--- src/rtl/spi_slave_rx.sv ---
`default_nettype none
// +------------------------------------------------------------------------+
// | spi_slave_rx : oversampled SPI receiver with dc tagging and FWFT FIFO  |
// | Revision     : 1.0                                                     |
// +------------------------------------------------------------------------+
module spi_slave_rx #(
    parameter int FIFO_DEPTH = 4
) (
    input  logic                          clk,
    input  logic                          reset,
    input  logic                          sck,
    input  logic                          mosi,
    input  logic                          cs,
    input  logic                          dc,
    output logic [7:0]                    rx_data,
    output logic                          rx_dc,
    output logic                          rx_valid,
    input  logic                          rx_ready,
    output logic [$clog2(FIFO_DEPTH):0]   fifo_count,
    output logic                          busy,
    output logic                          overflow,
    output logic                          frame_err,
    input  logic                          clr_err
);

    localparam int AW = $clog2(FIFO_DEPTH);
    localparam int CW = AW + 1;

    logic [2:0] sck_s;
    logic [2:0] cs_s;
    logic [2:0] mosi_s;
    logic [2:0] dc_s;

    // sck/cs chains reset to their idle-high level so no false edge appears
    always_ff @(posedge clk or posedge reset) begin
        if (reset) begin
            sck_s  <= 3'b111;
            cs_s   <= 3'b111;
            mosi_s <= 3'b000;
            dc_s   <= 3'b000;
        end else begin
            sck_s  <= {sck_s[1:0], sck};
            cs_s   <= {cs_s[1:0], cs};
            mosi_s <= {mosi_s[1:0], mosi};
            dc_s   <= {dc_s[1:0], dc};
        end
    end

    logic unused_sync_bits;
    assign unused_sync_bits = ^{mosi_s[2], dc_s[2]};

    logic rise;
    logic sel;
    logic cs_edge;
    logic cs_rise;

    assign rise    = sck_s[1] & ~sck_s[2];
    assign sel     = ~cs_s[1];
    assign cs_edge = cs_s[1] ^ cs_s[2];
    assign cs_rise = cs_s[1] & ~cs_s[2];

    logic [2:0] bit_cnt;
    logic [6:0] shreg;
    logic       byte_done;
    logic [8:0] byte_q;
    logic       ferr_set;

    assign ferr_set = cs_rise & (bit_cnt != 3'd0);

    // Frame boundaries take precedence over a coincident sck rise
    always_ff @(posedge clk or posedge reset) begin
        if (reset) begin
            bit_cnt   <= 3'd0;
            shreg     <= 7'd0;
            byte_done <= 1'b0;
            byte_q    <= 9'd0;
        end else begin
            byte_done <= 1'b0;
            if (cs_edge) begin
                bit_cnt <= 3'd0;
                shreg   <= 7'd0;
            end else if (rise && sel) begin
                shreg   <= {shreg[5:0], mosi_s[1]};
                bit_cnt <= bit_cnt + 3'd1;
                if (bit_cnt == 3'd7) begin
                    byte_done <= 1'b1;
                    byte_q    <= {dc_s[1], shreg, mosi_s[1]};
                end
            end
        end
    end

    logic [8:0]    mem [FIFO_DEPTH];
    logic [AW-1:0] wr_ptr;
    logic [AW-1:0] rd_ptr;
    logic          full;
    logic          pop;
    logic          push_ok;
    logic          ovf_set;

    assign full     = (fifo_count == CW'(FIFO_DEPTH));
    assign pop      = rx_valid & rx_ready;
    assign push_ok  = byte_done & (~full | pop);
    assign ovf_set  = byte_done & full & ~pop;
    assign rx_valid = (fifo_count != '0);
    assign rx_dc    = mem[rd_ptr][8];
    assign rx_data  = mem[rd_ptr][7:0];
    assign busy     = sel;

    always_ff @(posedge clk or posedge reset) begin
        if (reset) begin
            for (int i = 0; i < FIFO_DEPTH; i++) begin
                mem[i] <= 9'd0;
            end
            wr_ptr     <= '0;
            rd_ptr     <= '0;
            fifo_count <= '0;
        end else begin
            if (push_ok) begin
                mem[wr_ptr] <= byte_q;
                wr_ptr      <= wr_ptr + 1'b1;
            end
            if (pop) begin
                rd_ptr <= rd_ptr + 1'b1;
            end
            case ({push_ok, pop})
                2'b10:   fifo_count <= fifo_count + 1'b1;
                2'b01:   fifo_count <= fifo_count - 1'b1;
                default: fifo_count <= fifo_count;
            endcase
        end
    end

    // A set event in the same cycle as clr_err keeps the flag high
    always_ff @(posedge clk or posedge reset) begin
        if (reset) begin
            overflow  <= 1'b0;
            frame_err <= 1'b0;
        end else begin
            overflow  <= (overflow & ~clr_err) | ovf_set;
            frame_err <= (frame_err & ~clr_err) | ferr_set;
        end
    end

endmodule
`default_nettype wire

--- config.mk ---
export PLATFORM = sky130hd
export DESIGN_NAME = spi_slave_rx
export DESIGN_NICKNAME = d
export VERILOG_FILES = /design/src/rtl/spi_slave_rx.sv
export SDC_FILE = /design/constraint.sdc
export NUM_CORES = 1
export LEC_CHECK = 0
export BUFFER_PORTS_ARGS = -buffer_cell sky130_fd_sc_hd__buf_2
export CELL_PAD_IN_SITES_DETAIL_PLACEMENT = 1
export CELL_PAD_IN_SITES_GLOBAL_PLACEMENT = 1
export CORE_UTILIZATION = 40
export DETAILED_ROUTE_END_ITERATION = 7
export PLACE_DENSITY_LB_ADDON = 0.05
export SLEW_MARGIN = 10
export SYNTH_ARGS = -nofsm -noshare
export SYNTH_HDL_FRONTEND = slang
export SYNTH_SLANG_ARGS = --single-unit
--- constraint.sdc ---
create_clock -name clk -period 2.7 [get_ports clk]
set_input_delay 0.54 -clock clk [delete_from_list [all_inputs] [get_ports clk]]
set_output_delay 0.54 -clock clk [all_outputs]
set_load 0.02 [all_outputs]
==> results.py <==
metrics = {
    "run_status": {
        "status": "finished, final reports clean",
    },
    "synth": {
        "synth_seq_area_share": 0.595,
        "synth_top_area_cell": "dfrtp_1",
        "synth_area_leaders": "dfrtp_1 (55%), mux2_2 (16%), mux4_2 (6.4%), dfstp_2 (5.0%), ha_1 (3.6%)",
        "synth-edff-count": 0,
        "synth_area_mm2": 0.00316,
        "avgSynthCellArea_um2": 15.4,
        "syn_inst": 205,
        "netlist.area_leader.share": 0.546,
        "yosysMostFrequentCell": "dfrtp_1",
        "ys.flop_type": "dfrtp_1",
        "synthTopCellsByCount": "dfrtp_1 (69), mux2_2 (46), inv_1 (13), mux2i_1 (10)",
        "syn-num-nets": 223,
        "ys_types": 24,
        "yosysWarnings": 0,
        "ys_seq_elements": 75,
        "ys_async_sr_fraction": 1.00,
    },
    "cts": {
        "clkTransAtPathRegs_ps": 80,
        "cts_setup_buffers": 0,
        "post_cts_resized": 0,
        "cts_tree": "done",
        "cts_htree_levels": 3,
        "numCtsBuffers": 9,
        "cts_root_buf": "clkbuf_8",
        "cts_sinks": 75,
        "hold_buffers": 0,
        "insertion_delay_ps": 340,
        "clockBufferDepth": 2,
    },
    "timing": {
        "finalSetupTns_ps": 0,
        "holdWs_ps": 254,
        "max_slew_margin": 0.568,
        "fin_skew_ps": 6.31,
        "hold_viol": 0,
        "rsz0062_at_grt": "no",
        "worst_pin_slew_ps": 647,
        "fin_crit_ps": 2310,
        "postLayoutSetupSlackWorst_ps": 395,
        "setup_viol": 0,
        "fin_crit_sh": 0.854,
        "max_freq_mhz": 434,
        "maxSlewViolCount": 0,
    },
    "worst_setup_path": {
        "r2r_end": "fifo_count[2]",
        "cp_top_family": "flip-flops",
        "crit_chain": "mux4_2 > buf_2",
        "worstPathArrival_ps": 1770,
        "slowest_stage": "dfrtp_1",
        "endpoint_kind": "output port",
        "reg2reg_depth": 8,
        "r2r_slack_ps": 600,
        "critical-path-max-stage-delay_ps": 690,
        "path_buf_inv": 1,
        "startpoint": "rd_ptr[0]",
        "endpoint": "rx_dc",
        "critPathLaunchType": "flip-flop",
        "worstSetupPathType": "flip-flop to output port",
        "regToRegStartpoint": "fifo_count[0]",
        "cp.depth": 2,
        "required_ps": 2160,
        "critPathMaxFanout": 9,
    },
    "layout": {
        "drive_gt1_frac": 0.467,
        "instances_no_fill": 346,
        "final_area_mm2": 0.00367,
        "areaGrowthSynthToFinish_pct": 15.9,
        "utilization": 0.477,
        "fillCellCount": 787,
        "num_antenna_cells": 0,
        "nets": 257,
    },
    "routing": {
        "vias_per_cell": 4.91,
        "vias": 1699,
        "first_pass_iters": 2,
        "wirelength_mm": 5.93,
        "drc_errors": 0,
        "antenna_left": 0,
        "avgRoutedWirePerCell_um": 17.1,
        "drt_iter0_drc": 48,
    },
    "floorplanning": {
        "core-area_mm2": 0.00769,
        "rows": 32,
        "ios": 24,
        "die_w_um": 90.9,
        "die_h_um": 90.9,
        "die-area_mm2": 0.00827,
        "start_util": 0.412,
    },
    "placed_design": {
        "place_ws_ps": 487,
        "dp_hpwl_mm": 3.97,
        "port-buffer-count": 23,
        "gp_congestion": 0.684,
        "dpl-instance-area_mm2": 0.00344,
        "placedCellCount": 330,
    },
    "grt": {
        "grt.overflow.total": 0,
        "grt_usage": 0.167,
        "grt_antenna_before_repair": 0,
        "grt_pass1_wl_mm": 10.3,
        "grt_pass1_vias": 1967,
        "grt_max_degree": 76,
    },
    "hold_path": {
        "hold_class": "input port to asynchronous set/reset pin",
    },
    "power_and_ir_drop": {
        "power.total_mw": 2.62,
        "irDropWorstVdd_uv": 344,
        "p_per_area_mw_per_mm2": 715,
        "leakage_nw": 1.78,
    },
    "run": {
        "maxCapViolCount": 0,
    },
}
==> sequential cells by signal, summed over array words and instances (netlist names), 3 cells and up <==
| name | cells |
|---|---|
| fifo_count | 3 |
| shreg | 7 |
| mem | 36 |
| sck_s | 3 |
| byte_q | 9 |
| bit_cnt | 3 |
| cs_s | 3 |
==> cell families after synthesis <==
logic type,after synthesis,synth area share
XOR/XNOR,7,0.0194
flip-flops,75,0.595
buffers and inverters,18,0.0229
AND/OR/NAND/NOR,26,0.0530
adder cells (fa/ha/maj),10,0.0419
AO/OA/AOI/OAI,4,0.00791
multiplexers,65,0.259
==> worst register-to-register path: cells and delay by family, from the launching register on <==
| family | cells | cell delay [ps] |
|---|---|---|
| and+or+nand+nor | 3 | 640 |
| adders and majority gates | 2 | 550 |
| DFF | 1 | 470 |
| xor gates and xnor gates | 2 | 300 |
| buffers and inverters | 1 | 70 |
==> cells in the final DEF (no fill, tap or decap), types with 2 or more instances in the layout <==
cell and count:
xor2_1 3, buf_4 4, dfrtp_1 69, bufinv_16 2
nand2_1 6, nor2b_1 9, mux2i_1 10, clkbuf_8 11
mux2_2 46, xnor2_1 4, buf_2 23, inv_1 12
mux4_2 9, nor2_2 4, o21ai_0 3, ha_1 9
dfstp_2 6
==> how the worst min path moves through the flow <==
stage                         start       endpoint  cells after the start
final                         reset  fifo_count[1]                      3
after global routing            sck       sck_s[0]                      1
after CTS                        cs        cs_s[0]                      1
after detailed placement  mosi_s[0]      mosi_s[1]                      0
after global placement    mosi_s[0]      mosi_s[1]                      0
after floorplan             dc_s[0]        dc_s[1]                      0
==> layer usage <==
layer | wire length, um | up-vias | global-route usage
met5 | 0 | - | 0
li1 | - | 773 | -
met2 | 3020 | 23 | 0.275
met3 | 150 | 10 | 0.0293
met1 | 2630 | 893 | 0.213
met4 | 133 | 0 | 0.0794
==> final cells by class <==
| type | count | area, um2 | share of cell area |
|---|---|---|---|
| Clock buffer | 12 | 155 | 0.0423 |
| Clock inverter | 4 | 72.6 | 0.0198 |
| Inverter | 13 | 48.8 | 0.0133 |
| Multi-Input combinational cell | 112 | 1210 | 0.331 |
| Sequential cell | 75 | 1880 | 0.514 |
| Tap cell | 102 | 128 | 0.0348 |
| Timing Repair Buffer | 28 | 165 | 0.0451 |
==> report_power, final <==
group	switching (mW)	internal, mW
registers	0.122	1.18
logic	0.172	0.183
clock network	0.399	0.570
Power figures use the tool's default switching activity.
